[src/rtl/uart_gateway_pkg.sv]
// Shared types and defaults for the UART gateway transmit path.
package uart_gateway_pkg;

   localparam int DEFAULT_DEPTH       = 16;
   localparam int DEFAULT_MAX_RETRIES = 2;

   typedef enum logic [1:0] {
      IDLE,
      ISSUE,
      WAIT_ACK,
      WAIT_FREE
   } tx_state_e;

endpackage

[src/rtl/uart_tx_fifo.sv]
// Byte FIFO for the UART transmit queue: synchronous write, combinational head,
// pointers one bit wider than the address so full/empty fall out of the MSB compare.
module uart_tx_fifo
   import uart_gateway_pkg::*;
#(
   parameter int DEPTH = DEFAULT_DEPTH
) (
   input  logic                     clk,
   input  logic                     rstn,
   input  logic                     push_i,
   input  logic [7:0]               push_data_i,
   input  logic                     pop_i,
   output logic [7:0]               head_o,
   output logic                     full_o,
   output logic                     empty_o,
   output logic [$clog2(DEPTH):0]   level_o,
   output logic                     overflow_o
);

   localparam int AW = $clog2(DEPTH);

   logic [7:0]  mem_q [DEPTH];
   logic [AW:0] wptr_q, wptr_d;
   logic [AW:0] rptr_q, rptr_d;
   logic        overflow_q, overflow_d;
   logic        pop_ok, push_ok;

   assign empty_o = (wptr_q == rptr_q);
   assign full_o  = (wptr_q[AW] != rptr_q[AW]) && (wptr_q[AW-1:0] == rptr_q[AW-1:0]);
   assign level_o = wptr_q - rptr_q;
   assign head_o  = mem_q[rptr_q[AW-1:0]];

   // A pop in the same cycle frees the slot, so a push while full is still accepted.
   assign pop_ok  = pop_i && !empty_o;
   assign push_ok = push_i && (!full_o || pop_ok);

   always_comb begin
      wptr_d     = wptr_q;
      rptr_d     = rptr_q;
      overflow_d = push_i && !push_ok;
      if (push_ok) wptr_d = wptr_q + 1'b1;
      if (pop_ok)  rptr_d = rptr_q + 1'b1;
   end

   always_ff @(posedge clk or negedge rstn) begin
      if (!rstn) begin
         wptr_q     <= '0;
         rptr_q     <= '0;
         overflow_q <= 1'b0;
      end else begin
         wptr_q     <= wptr_d;
         rptr_q     <= rptr_d;
         overflow_q <= overflow_d;
      end
   end

   always_ff @(posedge clk) begin
      if (push_ok) mem_q[wptr_q[AW-1:0]] <= push_data_i;
   end

   assign overflow_o = overflow_q;

endmodule

[src/rtl/uart_tx_byte_queue.sv]
// Queues bytes and hands them one at a time to the downstream write stage.
// Define UART_TX_QUEUE_RETRY_EN to re-issue a byte up to MAX_RETRIES times on ack timeout.
module uart_tx_byte_queue
   import uart_gateway_pkg::*;
#(
   parameter int DEPTH       = DEFAULT_DEPTH,
   parameter int MAX_RETRIES = DEFAULT_MAX_RETRIES
) (
   input  logic                     clk,
   input  logic                     rstn,
   input  logic                     push,
   input  logic [7:0]               push_data,
   output logic                     full,
   output logic                     empty,
   output logic [$clog2(DEPTH):0]   level,
   output logic                     write_enable,
   output logic [7:0]               write_data,
   input  logic                     write_ack,
   input  logic                     write_busy,
   input  logic                     write_ack_timeout,
   output logic                     overflow,
   output logic                     drop
);

   tx_state_e  state_q, state_d;
   logic [7:0] wdata_q, wdata_d;
   logic       drop_q, drop_d;
   logic       pop;
   logic [7:0] head;

`ifdef UART_TX_QUEUE_RETRY_EN
   localparam int RW = (MAX_RETRIES < 1) ? 1 : $clog2(MAX_RETRIES + 1);
   logic [RW-1:0] retry_q, retry_d;
   logic          reissue_q, reissue_d;
`endif

   uart_tx_fifo #(.DEPTH(DEPTH)) u_fifo (
      .clk         (clk),
      .rstn        (rstn),
      .push_i      (push),
      .push_data_i (push_data),
      .pop_i       (pop),
      .head_o      (head),
      .full_o      (full),
      .empty_o     (empty),
      .level_o     (level),
      .overflow_o  (overflow)
   );

   always_comb begin
      state_d      = state_q;
      wdata_d      = wdata_q;
      drop_d       = 1'b0;
      pop          = 1'b0;
      write_enable = 1'b0;
`ifdef UART_TX_QUEUE_RETRY_EN
      retry_d      = retry_q;
      reissue_d    = reissue_q;
`endif
      case (state_q)
         IDLE: begin
            if (!empty && !write_busy) begin
               wdata_d = head;
               state_d = ISSUE;
            end
         end
         // Busy may rise after IDLE committed; hold the strobe until it drops.
         ISSUE: begin
            if (!write_busy) begin
               write_enable = 1'b1;
               state_d      = WAIT_ACK;
`ifdef UART_TX_QUEUE_RETRY_EN
               if (!reissue_q) retry_d = '0;
               reissue_d = 1'b0;
`endif
            end
         end
         WAIT_ACK: begin
            if (write_ack) begin
               pop     = 1'b1;
               state_d = WAIT_FREE;
            end else if (write_ack_timeout) begin
`ifdef UART_TX_QUEUE_RETRY_EN
               if (retry_q < RW'(MAX_RETRIES)) begin
                  retry_d   = retry_q + 1'b1;
                  reissue_d = 1'b1;
               end else begin
                  pop    = 1'b1;
                  drop_d = 1'b1;
               end
`else
               pop    = 1'b1;
               drop_d = 1'b1;
`endif
               state_d = WAIT_FREE;
            end
         end
         WAIT_FREE: begin
            if (!write_busy) state_d = IDLE;
         end
         default: state_d = IDLE;
      endcase
   end

   always_ff @(posedge clk or negedge rstn) begin
      if (!rstn) begin
         state_q   <= IDLE;
         wdata_q   <= '0;
         drop_q    <= 1'b0;
`ifdef UART_TX_QUEUE_RETRY_EN
         retry_q   <= '0;
         reissue_q <= 1'b0;
`endif
      end else begin
         state_q   <= state_d;
         wdata_q   <= wdata_d;
         drop_q    <= drop_d;
`ifdef UART_TX_QUEUE_RETRY_EN
         retry_q   <= retry_d;
         reissue_q <= reissue_d;
`endif
      end
   end

   assign write_data = wdata_q;
   assign drop       = drop_q;

endmodule

[config.mk]
export PLATFORM = sky130hd
export DESIGN_NAME = uart_tx_byte_queue
export DESIGN_NICKNAME = d
export VERILOG_FILES = /design/src/rtl/uart_gateway_pkg.sv /design/src/rtl/uart_tx_fifo.sv /design/src/rtl/uart_tx_byte_queue.sv
export SDC_FILE = /design/constraint.sdc
export NUM_CORES = 1
export LEC_CHECK = 0
export ABC_AREA = 1
export CORE_UTILIZATION = 47
export DETAILED_ROUTE_END_ITERATION = 10
export PLACE_DENSITY = 0.73
export SYNTH_ARGS = -nofsm -noshare
export SYNTH_HDL_FRONTEND = slang
export SYNTH_HIERARCHICAL = 1
export SYNTH_SLANG_ARGS = --single-unit
export TNS_END_PERCENT = 100
[constraint.sdc]
create_clock -name clk -period 3.5 [get_ports clk]
set_input_delay 0.7 -clock clk [delete_from_list [all_inputs] [get_ports clk]]
set_output_delay 0.7 -clock clk [all_outputs]
set_load 0.005 [all_outputs]
==> flow_summary_export.csv, run 1 <==
group,metric,value,unit
sta,slew_headroom,24.5,%
synth,yosys.area_share.simple,23.6,%
final_layout,num-nets-final,805,
synth,synth.avg_cell_area,9.47,µm²
global_route,grt_max_degree,67,
sta,rsz0062_at_grt,"no",
route,drt_pass1_iterations,5,
cts,cts_sinks,150,
cts,insertion_delay,0.42,ns
floorplan,start_util,48.2,%
final_layout,mostFrequentLayoutCell,"nand2_1",
cts,cts_made_buffers,17,
final_layout,syn_to_final_growth,15.0,%
job,cap_viol_max_count,0,
setup_path,rr_worst_depth,7,
final_layout,fin_area,8100,µm²
global_route,grt_pass1_vias,4574,
synth,synthesis.nets,772,
route,wirelength,14800,µm
placed_design,dp_cells,941,
route,drt_iter0_drc,451,
route,via_per_inst,4.93,
cts,clk_path_buf_depth,2,
global_route,grt_overflow,0,
sta,fin_hold_ws,0.466,ns
floorplan,num_rows,44,
placed_design,place_area,7510,µm²
setup_path,critPathLaunchType,"flip-flop",
worst_hold_path,min_path_type,"flip-flop to flip-flop",
floorplan,core,14600,µm²
synth,async_flop_share,14.7,%
final_layout,mostFrequentLayoutCells,"nand2_1 (259), inv_1 (137), edfxtp_1 (128)",
route,ant_nets,0,
cts,cts_resized,0,
worst_hold_path,holdPathEnd,"write_data[2]",
setup_path,worstSetupPathType,"flip-flop to output port",
global_route,grt_pass1_wl,24100,µm
sta,period_needed,3.34,ns
setup_path,rr_endpoint,"u_fifo/mem_q[6][5]",
placed_design,dp_hpwl,9240,µm
synth,synth_compound_area_share,0.498,%
sta,setup_tns,0,ns
setup_path,reg2reg_setup_slack,0.84,ns
sta,hold_viol,0,
floorplan,dieWidth,124,µm
final_layout,drive_above_1_share,6.21,%
setup_path,crit_path_max_fanout,13,
cts,cts_tree,"built",
cts,htreeDepth,4,
cts,cts_root_buffer,"clkbuf_16",
floorplan,ios,32,
synth,synth_top_family_by_area,"simple AND/OR/NAND/NOR gates",
synth,synth_cells,743,
power_and_ir_drop,power_density,820,nW/µm²
synth,synth_cell_type_count,25,
route,vias,4798,
sta,finalSetupViolations,0,
sta,maxSlewViolCount,0,
final_layout,antenna_cells,0,
sta,fin_skew,0.00558,ns
synth,synth_edf_count,128,
setup_path,cp.required,2.80,ns
setup_path,cp.arrival,2.64,ns
setup_path,endpoint_kind,"output port",
worst_hold_path,min_from,"write_data[2]",
floorplan,dieArea,15500,µm²
cts,post_cts_buffers,0,
final_layout,stdcell_count,973,
worst_hold_path,holdPathStages,2,
power_and_ir_drop,leakagePower,3.67,nW
synth,synthAdderAreaFrac,2.77,%
sta,max_freq,300,MHz
synth,syn-cell-area,7040,µm²
synth,synth-seq-area-share,62.4,%
cts,cts.clk_slew.worst_paths,0.06,ns
setup_path,reg2reg_from,"u_fifo/rptr_q[2]",
global_route,grt_usage,20.6,%
synth,synth-xor-area-share,0.996,%
outcome,outcome,"complete, no violations",
synth,synthMuxAreaShare,0,%
floorplan,die_height,124,µm
route,post_drt_wl_per_cell,15.2,µm
sta,worst_slew_pin_slew,1.13,ns
synth,synthFlopType,"edfxtp_1",
synth,yosys_register_bits,150,
cts,cts_hold_buf,0,
synth,yosysWarnings,6,
placed_design,gp_congestion,0.811,
route,drc,0,
power_and_ir_drop,peakVddDrop,507,µV
placed_design,io_buffers,31,
sta,fin_crit_sh,95.3,%
global_route,antenna_found_initial,0,
## final cells by class
type | count | area, µm²
tap | 184 | 230
inverter | 142 | 533
timing repair buffer | 41 | 385
sequential | 150 | 4400
multi-input combinational | 424 | 1960
clock buffer | 21 | 440
fill | 1237 | 6490
clock inverter | 11 | 149
## sequential cells by signal, summed over array words and instances, names as in the netlist
signal / flops
u_fifo/mem_q: 128
u_fifo/rptr_q: 5
u_fifo/overflow_o: 1
write_data: 8
drop: 1
state_q: 2
u_fifo/wptr_q: 5
## cell usage after synthesis, types with 2 or more instances
library cell	count	area (µm²)
nand2_1	259	972
inv_1	138	518
edfxtp_1	128	3840
nand3_1	100	500
nor2_1	25	93.8
dfrtp_1	22	551
buf_2	16	80.1
ha_1	14	175
xor2_1	8	70.1
clkbuf_1	6	22.5
buf_4	3	22.5
inv_2	3	11.3
o21ai_0	3	15.0
a21oi_1	2	10.0
buf_6	2	22.5
nand2_4	2	22.5
nand4_1	2	12.5
nor2_4	2	22.5
o21ai_1	2	10.0
## power breakdown
part	switching, mW	internal (mW)	leakage [nW]	total, mW
sequential	0.140	2.19	1.43	2.33
clock	0.689	1.12	0.280	1.81
combinational	1.59	0.907	1.95	2.50
## metal layers
| layer | vias to the layer above | part of all wire [%] | global-route usage (%) |
|---|---|---|---|
| met5 | - | 0 | 0 |
| met4 | 0 | 1.4 | 7.02 |
| met3 | 17 | 8.3 | 5.97 |
| met2 | 205 | 46 | 30.9 |
| met1 | 2182 | 44 | 28.7 |
| li1 | 2394 | - | - |
## cells by family (layout without fill, tap and decap cells)
family	count (synthesis)	in the layout
AND/OR/NAND/NOR	394	394
XOR/XNOR	8	8
buffers and inverters	169	215
AO/OA/AOI/OAI	7	7
adder cells (fa/ha/maj)	15	15
flip-flops	150	150
## worst max path at each step
stage,cells past startpoint,startpoint,end
2_1_floorplan,10,u_fifo/rptr_q[1],u_fifo/mem_q[12][0]
3_3_place_gp,7,u_fifo/rptr_q[2],empty
3_5_place_dp,7,u_fifo/rptr_q[2],empty
4_1_cts,7,u_fifo/rptr_q[2],empty
5_1_grt,7,u_fifo/rptr_q[2],empty
6_report,7,u_fifo/rptr_q[2],empty
## through the flow
| stage | setup WS, ns | total power, mW | util, % |
|---|---|---|---|
| 3_3_place_gp | 0.667 | 4.78 | 51.5 |
| 2_1_floorplan | 1.23 | 3.99 | - |
| 6_report | 0.163 | 6.64 | 55.5 |
| 4_1_cts | 0.171 | 6.65 | 55.5 |
| 3_5_place_dp | 0.632 | 4.82 | 51.5 |
| 5_1_grt | 0.0511 | 7.06 | 55.5 |
## critical path, stage by stage, from the launching register on
cell and delay [ns]:
dfrtp_1 0.63, inv_2 0.20, ha_1 0.43, nand2_2 0.10
nor2_4 0.14, nand2_1 0.08, inv_1 0.13, clkdlybuf4s50_1 0.52
No activity file was read; power rests on OpenSTA's default activity.
==> run 2: changes to the inputs <==
--- a/config.mk
+++ b/config.mk
@@ -6,9 +6,12 @@
 export NUM_CORES = 1
 export LEC_CHECK = 0
 export ABC_AREA = 1
+export CELL_PAD_IN_SITES_DETAIL_PLACEMENT = 0
+export CELL_PAD_IN_SITES_GLOBAL_PLACEMENT = 1
 export CORE_UTILIZATION = 47
 export DETAILED_ROUTE_END_ITERATION = 10
-export PLACE_DENSITY = 0.73
+export PLACE_DENSITY = 0.87
+export SKIP_LAST_GASP = 1
 export SYNTH_ARGS = -nofsm -noshare
 export SYNTH_HDL_FRONTEND = slang
 export SYNTH_HIERARCHICAL = 1
==> run 2 against run 1 <==
  * Clock power decreased by 7%
  * Hold slack improved by 0.011 ns
  * Via count increased by 3.3%
  * First-iteration DRC count decreased by 6.2%
  * Core utilization decreased by 0.49 points
  * Maximum frequency increased by 1.6%
  * Critical path type unchanged
  * Largest cell class unchanged
  * Largest power group unchanged
==> flow_summary_export.csv, run 2 (synthesis gave the netlist of run 1 again) <==
group,metric,value,unit
sta,finalSetupViolations,0,
power_and_ir_drop,peakVddDrop,621,µV
floorplan,core,14600,µm²
floorplan,ios,32,
floorplan,dieArea,15500,µm²
sta,rsz0062_at_grt,"no",
route,post_drt_wl_per_cell,16.5,µm
sta,max_freq,304,MHz
cts,cts.clk_slew.worst_paths,0.06,ns
job,cap_viol_max_count,0,
placed_design,place_area,7480,µm²
setup_path,crit_path_max_fanout,13,
final_layout,drive_above_1_share,5.48,%
cts,cts_sinks,150,
placed_design,io_buffers,31,
sta,setup_tns,0,ns
cts,cts_resized,0,
placed_design,gp_congestion,0.953,
placed_design,dp_cells,938,
final_layout,num-nets-final,802,
sta,maxSlewViolCount,0,
cts,cts_made_buffers,17,
power_and_ir_drop,leakagePower,3.63,nW
cts,cts_hold_buf,0,
final_layout,fill_cells,1250,
final_layout,mostFrequentLayoutCell,"nand2_1",
final_layout,mostFrequentLayoutCells,"nand2_1 (259), inv_1 (137), edfxtp_1 (128)",
sta,hold_viol,0,
route,vias,4954,
route,drc,0,
floorplan,die_height,124,µm
sta,period_needed,3.29,ns
global_route,grt_usage,22.2,%
sta,fin_skew,0.00903,ns
route,ant_nets,0,
cts,insertion_delay,0.42,ns
final_layout,syn_to_final_growth,14.0,%
cts,cts_tree,"built",
sta,fin_crit_sh,93.9,%
power_and_ir_drop,finalPower,6.53,mW
sta,worst_slew_pin_slew,1.06,ns
placed_design,dp_hpwl,10500,µm
setup_path,worstSetupPathType,"flip-flop to output port",
outcome,outcome,"complete, no violations",
route,drt_pass1_iterations,8,
setup_path,cp.arrival,2.59,ns
worst_hold_path,holdPathStages,2,
floorplan,start_util,48.2,%
global_route,grt_pass1_wl,25900,µm
cts,cts_root_buffer,"clkbuf_16",
power_and_ir_drop,power_density,813,nW/µm²
global_route,grt_max_degree,68,
setup_path,endpoint_kind,"output port",
global_route,grt_pass1_vias,4861,
worst_hold_path,min_path_type,"flip-flop to flip-flop",
cts,clk_path_buf_depth,2,
final_layout,fin_area,8030,µm²
setup_path,critPathLaunchType,"flip-flop",
final_layout,antenna_cells,0,
floorplan,num_rows,44,
final_layout,stdcell_count,968,
global_route,grt_overflow,0,
route,via_per_inst,5.12,
floorplan,dieWidth,124,µm
route,wirelength,16000,µm
sta,slew_headroom,29.2,%
global_route,antenna_found_initial,0,
cts,post_cts_buffers,0,
setup_path,rr_worst_depth,7,
final_layout,largest_reg_flops,128,
setup_path,cp.required,2.80,ns
cts,htreeDepth,4,
route,drt_iter0_drc,423,
[run 2: layout make-up]
cell class	count	area [µm²]	share of cell area, %
repair buffers	38	363	4.52
clock buffers	17	425	5.30
well taps	184	230	2.87
flip-flops and latches	150	4400	54.8
multi-input cells	424	1960	24.5
inverters	142	533	6.64
clock inverters	13	115	1.43
[run 2: final timing paths]
kind                                   from  slack, ns            endpoint
setup / recovery           u_fifo/rptr_q[2]       0.21               empty
hold / removal                write_data[7]       0.48       write_data[7]
setup reg to reg           u_fifo/rptr_q[2]       0.87  u_fifo/mem_q[7][5]
hold reg to reg               write_data[7]       0.48       write_data[7]
max in group asynchronous              rstn       1.92    u_fifo/rptr_q[0]
min in group asynchronous              rstn       0.86       write_data[7]
[run 2: per-layer routing]
layer / track usage, % / wire, µm / vias up
met1: 30.6 / 6980 / 2323
met5: 0 / 0 / -
met2: 34.5 / 7370 / 210
met3: 4.64 / 1200 / 32
met4: 8.72 / 416 / 0
li1: - / - / 2389
[run 2: stage by stage]
| stage | util (%) | hold slack (ns) | setup slack (ns) |
|---|---|---|---|
| finish | 55.0 | 0.477 | 0.214 |
| global placement | 51.3 | 0.465 | 0.717 |
| CTS | 55.0 | 0.481 | 0.215 |
| floorplan | - | 0.404 | 1.23 |
| detailed placement | 51.3 | 0.466 | 0.662 |
| global route | 55.0 | 0.509 | 0.0226 |
[run 2: critical path, stage by stage (launching register included)]
cell and delay, ns:
dfrtp_1 0.60, inv_2 0.17, ha_1 0.42, nand2_2 0.10, nor2_4 0.14, nand2_1 0.09, inv_1 0.13, clkdlybuf4s50_1 0.52
[run 2: where the power goes]
part / leakage, nW / switching, mW / internal (mW)
clock: 0.266 / 0.660 / 1.02
combinational: 1.93 / 1.62 / 0.901
sequential: 1.43 / 0.138 / 2.19
total: 3.63 / 2.41 / 4.11
